==> src/rtl/seq_chunk_adder_if.sv <==
// seq_chunk_adder_if -- request/response bundle for seq_chunk_adder.
//   start, sub, number1, number2 : request, driven by the master
//   busy, done, result, carry_out, overflow : status/result, driven by the adder
interface seq_chunk_adder_if #(
  parameter int N = 8
);
  logic         start;
  logic         sub;
  logic [N-1:0] number1;
  logic [N-1:0] number2;
  logic         busy;
  logic         done;
  logic [N-1:0] result;
  logic         carry_out;
  logic         overflow;

  modport master (
    output start, sub, number1, number2,
    input  busy, done, result, carry_out, overflow
  );

  modport slave (
    input  start, sub, number1, number2,
    output busy, done, result, carry_out, overflow
  );
endinterface

==> src/rtl/seq_chunk_adder.sv <==
// seq_chunk_adder -- multi-cycle N-bit add/subtract, CHUNK bits per clock,
// carry rippled through a register between chunks.
//   clk   : rising-edge clock
//   rst_n : synchronous active-low reset
//   bus   : seq_chunk_adder_if.slave (start/sub/number1/number2 in;
//           busy/done/result/carry_out/overflow out)
// Latency: done pulses N/CHUNK cycles after the accepting start edge.
module seq_chunk_adder #(
  parameter int N     = 8,
  parameter int CHUNK = 4
) (
  input logic               clk,
  input logic               rst_n,
  seq_chunk_adder_if.slave  bus
);
  localparam int NCH = N / CHUNK;
  localparam int IW  = (NCH > 1) ? $clog2(NCH) : 1;
  localparam logic [IW-1:0] LAST = IW'(NCH - 1);

  localparam logic [0:0] S_IDLE = 1'b0;
  localparam logic [0:0] S_BUSY = 1'b1;

  if (N % CHUNK != 0) begin : g_bad_chunk
    $error("seq_chunk_adder: N must be a multiple of CHUNK");
  end

  logic [0:0]    r_state;
  logic [N-1:0]  r_a;
  logic [N-1:0]  r_b;      // already inverted for subtract
  logic          r_carry;
  logic [IW-1:0] r_idx;
  logic [N-1:0]  r_part;   // partial result, never visible on the outputs
  logic          r_busy;
  logic          r_done;
  logic [N-1:0]  r_result;
  logic          r_co;
  logic          r_ov;

  logic [CHUNK-1:0] w_a_sl;
  logic [CHUNK-1:0] w_b_sl;
  logic [CHUNK:0]   w_sum;
  logic [N-1:0]     w_part_nxt;

  always_comb begin
    w_a_sl     = r_a[r_idx*CHUNK +: CHUNK];
    w_b_sl     = r_b[r_idx*CHUNK +: CHUNK];
    w_sum      = {1'b0, w_a_sl} + {1'b0, w_b_sl} + (CHUNK+1)'(r_carry);
    w_part_nxt = r_part;
    w_part_nxt[r_idx*CHUNK +: CHUNK] = w_sum[CHUNK-1:0];
  end

  always_ff @(posedge clk) begin
    if (!rst_n) begin
      r_state  <= S_IDLE;
      r_a      <= '0;
      r_b      <= '0;
      r_carry  <= 1'b0;
      r_idx    <= '0;
      r_part   <= '0;
      r_busy   <= 1'b0;
      r_done   <= 1'b0;
      r_result <= '0;
      r_co     <= 1'b0;
      r_ov     <= 1'b0;
    end else begin
      r_done <= 1'b0;
      case (r_state)
        S_IDLE: begin
          if (bus.start) begin
            r_a     <= bus.number1;
            // subtract as A + ~B + 1: the +1 rides in on the initial carry
            r_b     <= bus.sub ? ~bus.number2 : bus.number2;
            r_carry <= bus.sub;
            r_idx   <= '0;
            r_part  <= '0;
            r_busy  <= 1'b1;
            r_state <= S_BUSY;
          end
        end
        S_BUSY: begin
          r_part  <= w_part_nxt;
          r_carry <= w_sum[CHUNK];
          if (r_idx == LAST) begin
            r_result <= w_part_nxt;
            r_co     <= w_sum[CHUNK];
            r_ov     <= (r_a[N-1] == r_b[N-1]) && (w_part_nxt[N-1] != r_a[N-1]);
            r_done   <= 1'b1;
            r_busy   <= 1'b0;
            r_idx    <= '0;
            r_state  <= S_IDLE;
          end else begin
            r_idx <= r_idx + 1'b1;
          end
        end
        default: r_state <= S_IDLE;
      endcase
    end
  end

  assign bus.busy      = r_busy;
  assign bus.done      = r_done;
  assign bus.result    = r_result;
  assign bus.carry_out = r_co;
  assign bus.overflow  = r_ov;
endmodule

==> src/flat_wrapper.sv <==
// flat-port wrapper written by rule: the top's interface ports become plain ports
module seq_chunk_adder_flat 
#(
  parameter int N     = 8,
  parameter int CHUNK = 4
)
  (clk, rst_n, bus_start, bus_sub, bus_number1, bus_number2, bus_busy, bus_done, bus_result, bus_carry_out, bus_overflow);
  seq_chunk_adder_if #(.N(N)) bus_i ();
  input logic clk;
  input logic rst_n;
  input wire logic [$bits(bus_i.start)-1:0] bus_start;
  input wire logic [$bits(bus_i.sub)-1:0] bus_sub;
  input wire logic [$bits(bus_i.number1)-1:0] bus_number1;
  input wire logic [$bits(bus_i.number2)-1:0] bus_number2;
  output wire logic [$bits(bus_i.busy)-1:0] bus_busy;
  output wire logic [$bits(bus_i.done)-1:0] bus_done;
  output wire logic [$bits(bus_i.result)-1:0] bus_result;
  output wire logic [$bits(bus_i.carry_out)-1:0] bus_carry_out;
  output wire logic [$bits(bus_i.overflow)-1:0] bus_overflow;
  assign bus_i.start = bus_start;
  assign bus_i.sub = bus_sub;
  assign bus_i.number1 = bus_number1;
  assign bus_i.number2 = bus_number2;
  assign bus_busy = bus_i.busy;
  assign bus_done = bus_i.done;
  assign bus_result = bus_i.result;
  assign bus_carry_out = bus_i.carry_out;
  assign bus_overflow = bus_i.overflow;
  seq_chunk_adder #(.N(N), .CHUNK(CHUNK)) u_core (.clk(clk), .rst_n(rst_n), .bus(bus_i));
endmodule
==> config.mk <==
export PLATFORM = sky130hd
export DESIGN_NAME = seq_chunk_adder_flat
export DESIGN_NICKNAME = d
export VERILOG_FILES = /design/src/rtl/seq_chunk_adder_if.sv /design/src/rtl/seq_chunk_adder.sv /design/src/flat_wrapper.sv
export SDC_FILE = /design/constraint.sdc
export NUM_CORES = 1
export LEC_CHECK = 0
export ABC_CLOCK_PERIOD_IN_PS = 7100
export CAP_MARGIN = 40
export CORE_ASPECT_RATIO = 0.6
export CORE_MARGIN = 2
export CORE_UTILIZATION = 35
export CTS_BUF_LIST = sky130_fd_sc_hd__clkbuf_4
export DETAILED_ROUTE_END_ITERATION = 10
export GPL_TIMING_DRIVEN = 1
export HOLD_SLACK_MARGIN = 0.08
export PLACE_DENSITY = 0.67
export SKIP_CTS_REPAIR_TIMING = 1
export SKIP_LAST_GASP = 1
export SYNTH_ARGS = -nofsm -noshare
export SYNTH_HDL_FRONTEND = slang
export SYNTH_SLANG_ARGS = --single-unit
==> constraint.sdc <==
create_clock -name clk -period 7.1 [get_ports clk]
set_input_delay 1.42 -clock clk [delete_from_list [all_inputs] [get_ports clk]]
set_output_delay 1.42 -clock clk [all_outputs]
set_load 0.1 [all_outputs]
==> results by group <==
Outcome
  • Status: complete, no violations

Floorplanning
  • Initial Util: 0.3651
  • Row count: 19
  • Core footprint: 4588 um^2
  • Top Ports: 32
  • Die X: approximately 93 um
  • Die Area: approximately 5400 um^2
  • Die height: 57.59 um

CTS
  • Clk Latency, worst-skew pair: 0.34 ns
  • Num CTS Buffers: 5
  • Worst-path clk slew: ~0.10 ns
  • H-tree depth: 2
  • Clock Sink Count: 35
  • Maximum root-to-sink buffer count: 2
  • CTS tree: built
  • Clk root buf: clkbuf_4

Min path
  • Hold crit path type: flop to flop

Cells and area
  • Multi-input logic area: 873.3 um^2
  • Core Util, Final: 0.4830
  • Commonest non-fill, non-tap cells in the layout: nand2_1, dfxtp_1, clkdlybuf4s50_1
  • Share of layout cells above drive strength 1: 0.1488
  • Layout area overhead: 32.26%
  • Filler Cell Count: 432
  • Register area: about 700 um^2
  • Final-stage net count: 240
  • Most common cell after layout, fill and taps aside: nand2_1
  • # diodes: 0

Critical path
  • CP Class: flop to primary output
  • CP Max Fanout: 2
  • Max incr delay on CP: 0.52 ns
  • CP cell instances: clkdlybuf4s50_1, buf_8
  • CP endpoint kind: primary output
  • Buf/Inv on CP: 2
  • CP top delay family: buffers and inverters
  • Slowest CP cell: clkdlybuf4s50_1
  • Worst Setup Start Kind: flop
  • Data arrival, critical path: around 1.4 ns
  • Crit path required time: 5.68 ns

Place
  • Setup WS pre-CTS: 4.246 ns
  • IO buf count: 31
  • GPL Wtd Cong: approximately 0.76
  • Hpwl dp: approximately 2400 um

Route
  • WL final: between 3000 and 4000 um
  • Via count: 1,259
  • Vias per cell: 4.529
  • DRC viols: 0
  • Drt wl/cell: ~12 um
  • Drt pass-1 iters: 4
  • DR iter-0 viols: 38
  • ANT nets after route: 0

Run
  • Max-cap violations: 0

Power
  • Peak VDD IR: 0.00007787 V
  • Leak: 0.9577 nW
  • PwrDens: 181.3 nW/um^2
  • Overall power: 0.4017 mW

GRT
  • Vias in the first global route: 1,235
  • Global Route Usage Sum: 0.1382
  • Largest net degree at the start of global routing: 27
  • Number of antenna violations at the first check in global routing: 0
  • Total congestion overflow: 0
  • First-pass GRT wire length: about 5700 um

Yosys
  • Mapped Nets: 202
  • Syn avg cell area: 9.465 um^2
  • Cell area after synthesis: 1675 um^2
  • Yosys top cell by area: dfxtp_1
  • Main flop type after synthesis: dfxtp_1
  • Post-synth cell types: 34
  • Cells after synthesis: 177
  • FF+latch count, synth: 35
  • Synth top area cells: dfxtp_1, nand2_1, mux2_2
  • Yosys warnings: 0
  • Ys async rst share: 0
  • Register area share after synthesis: 0.4182
  • Post-synth EDFFs: 0
  • Synth top area share: 0.4182

Timing
  • Final period util: 0.3981
  • RSZ-0062 raised after global routing: false
  • Clock Skews: 0.007477 ns
  • Final Hold Fails: 0
  • Max transition margin: 0.6129
  • Count of final max-slew check failures: 0
  • Setup TNS: 0 ns
  • Tightest Pin Transition: about 0.58 ns
  • Final WS setup: 4.273 ns
  • FMAX: between 0.3 and 0.4 GHz
  • Setup-failing EPs final: 0
  • Final min period: 2.827 ns
-- layer usage --
layer	share of wire	global-route usage	up-vias
met4	0.011	0.05042	0
met2	0.38	0.1891	32
li1	-	-	670
met3	0.064	0.04888	5
met5	0	0	-
met1	0.55	0.1995	552
-- kinds of logic (layout without fill, tap and decap cells) --
group / Yosys count / after routing / synth area share
adder cells (fa/ha/maj): 5 / 5 / 0.04631
buffers and inverters: 15 / 53 / 0.06048
AND/OR/NAND/NOR: 64 / 64 / 0.1770
XOR/XNOR: 10 / 10 / 0.05228
multiplexers: 11 / 11 / 0.07244
AO/OA/AOI/OAI: 37 / 37 / 0.1733
flip-flops: 35 / 35 / 0.4182
-- through the flow --
stage / hold slack (ns) / cells / area (um^2)
after floorplan: 0.4312 / 177 / 1675
after global placement: 0.4527 / 258 / 1974
after detailed placement: 0.4569 / 271 / 2170
after CTS: 0.4646 / 278 / 2216
after global routing: 0.4874 / 278 / 2216
final: 0.4681 / 278 / 2216
-- synth_stat cells, types with 2 or more instances --
master and number:
nand2_1 43, mux2i_1 2, buf_6 4, xnor2_1 8, a21o_1 2, nor2_1 2
a22oi_1 3, buf_4 3, a21boi_0 13, a21oi_1 3, fa_1 2, nand3b_1 2
xor2_1 2, dfxtp_1 35, o21ai_0 2, nand3_1 3, nor2b_1 7, clkbuf_1 4
mux2_2 9, buf_2 2, a21boi_1 2, ha_1 3, o211a_1 10
-- worst paths after layout --
path,start,end,slack (ns),depth (start not counted)
max,u_core.bus.result[7],bus_result[7],4.27,2
min,u_core.r_part[2],u_core.bus.result[2],0.47,2
max reg2reg,u_core.r_idx,u_core.bus.carry_out,4.41,7
min reg2reg,u_core.r_part[2],u_core.bus.result[2],0.47,2
-- sequential cells by signal, summed over array words and instances, names as in the netlist --
signal / cells
u_core.r_a: 8
u_core.bus.overflow: 1
u_core.r_carry: 1
u_core.r_state: 1
u_core.r_part: 4
u_core.bus.busy: 1
u_core.r_idx: 1
u_core.bus.carry_out: 1
u_core.bus.result: 8
u_core.bus.done: 1
u_core.r_b: 8
-- worst register-to-register path, cell delays in order, from the launching register on --
cell and delay [ns]:
dfxtp_1 0.70, mux2_2 0.44, fa_1 0.44, fa_1 0.41
a21o_1 0.19, a21oi_1 0.19, nand2_1 0.08, o211a_1 0.15
-- cell type report --
class,count,share of cell area
clock buffers,5,0.01694
clock inverters,2,0.003953
inverters,1,0.001694
multi-input cells,127,0.3941
flip-flops and latches,35,0.3162
well taps,63,0.03557
repair buffers,45,0.2315
-- report_power, final --
part	internal [mW]	switching, mW	total [mW]	leakage [nW]
combinational	0.0427	0.0444	0.0872	0.643
clock	0.0350	0.0623	0.0973	0.0285
sequential	0.208	0.00929	0.217	0.286
No activity file was read; power rests on OpenSTA's default activity.
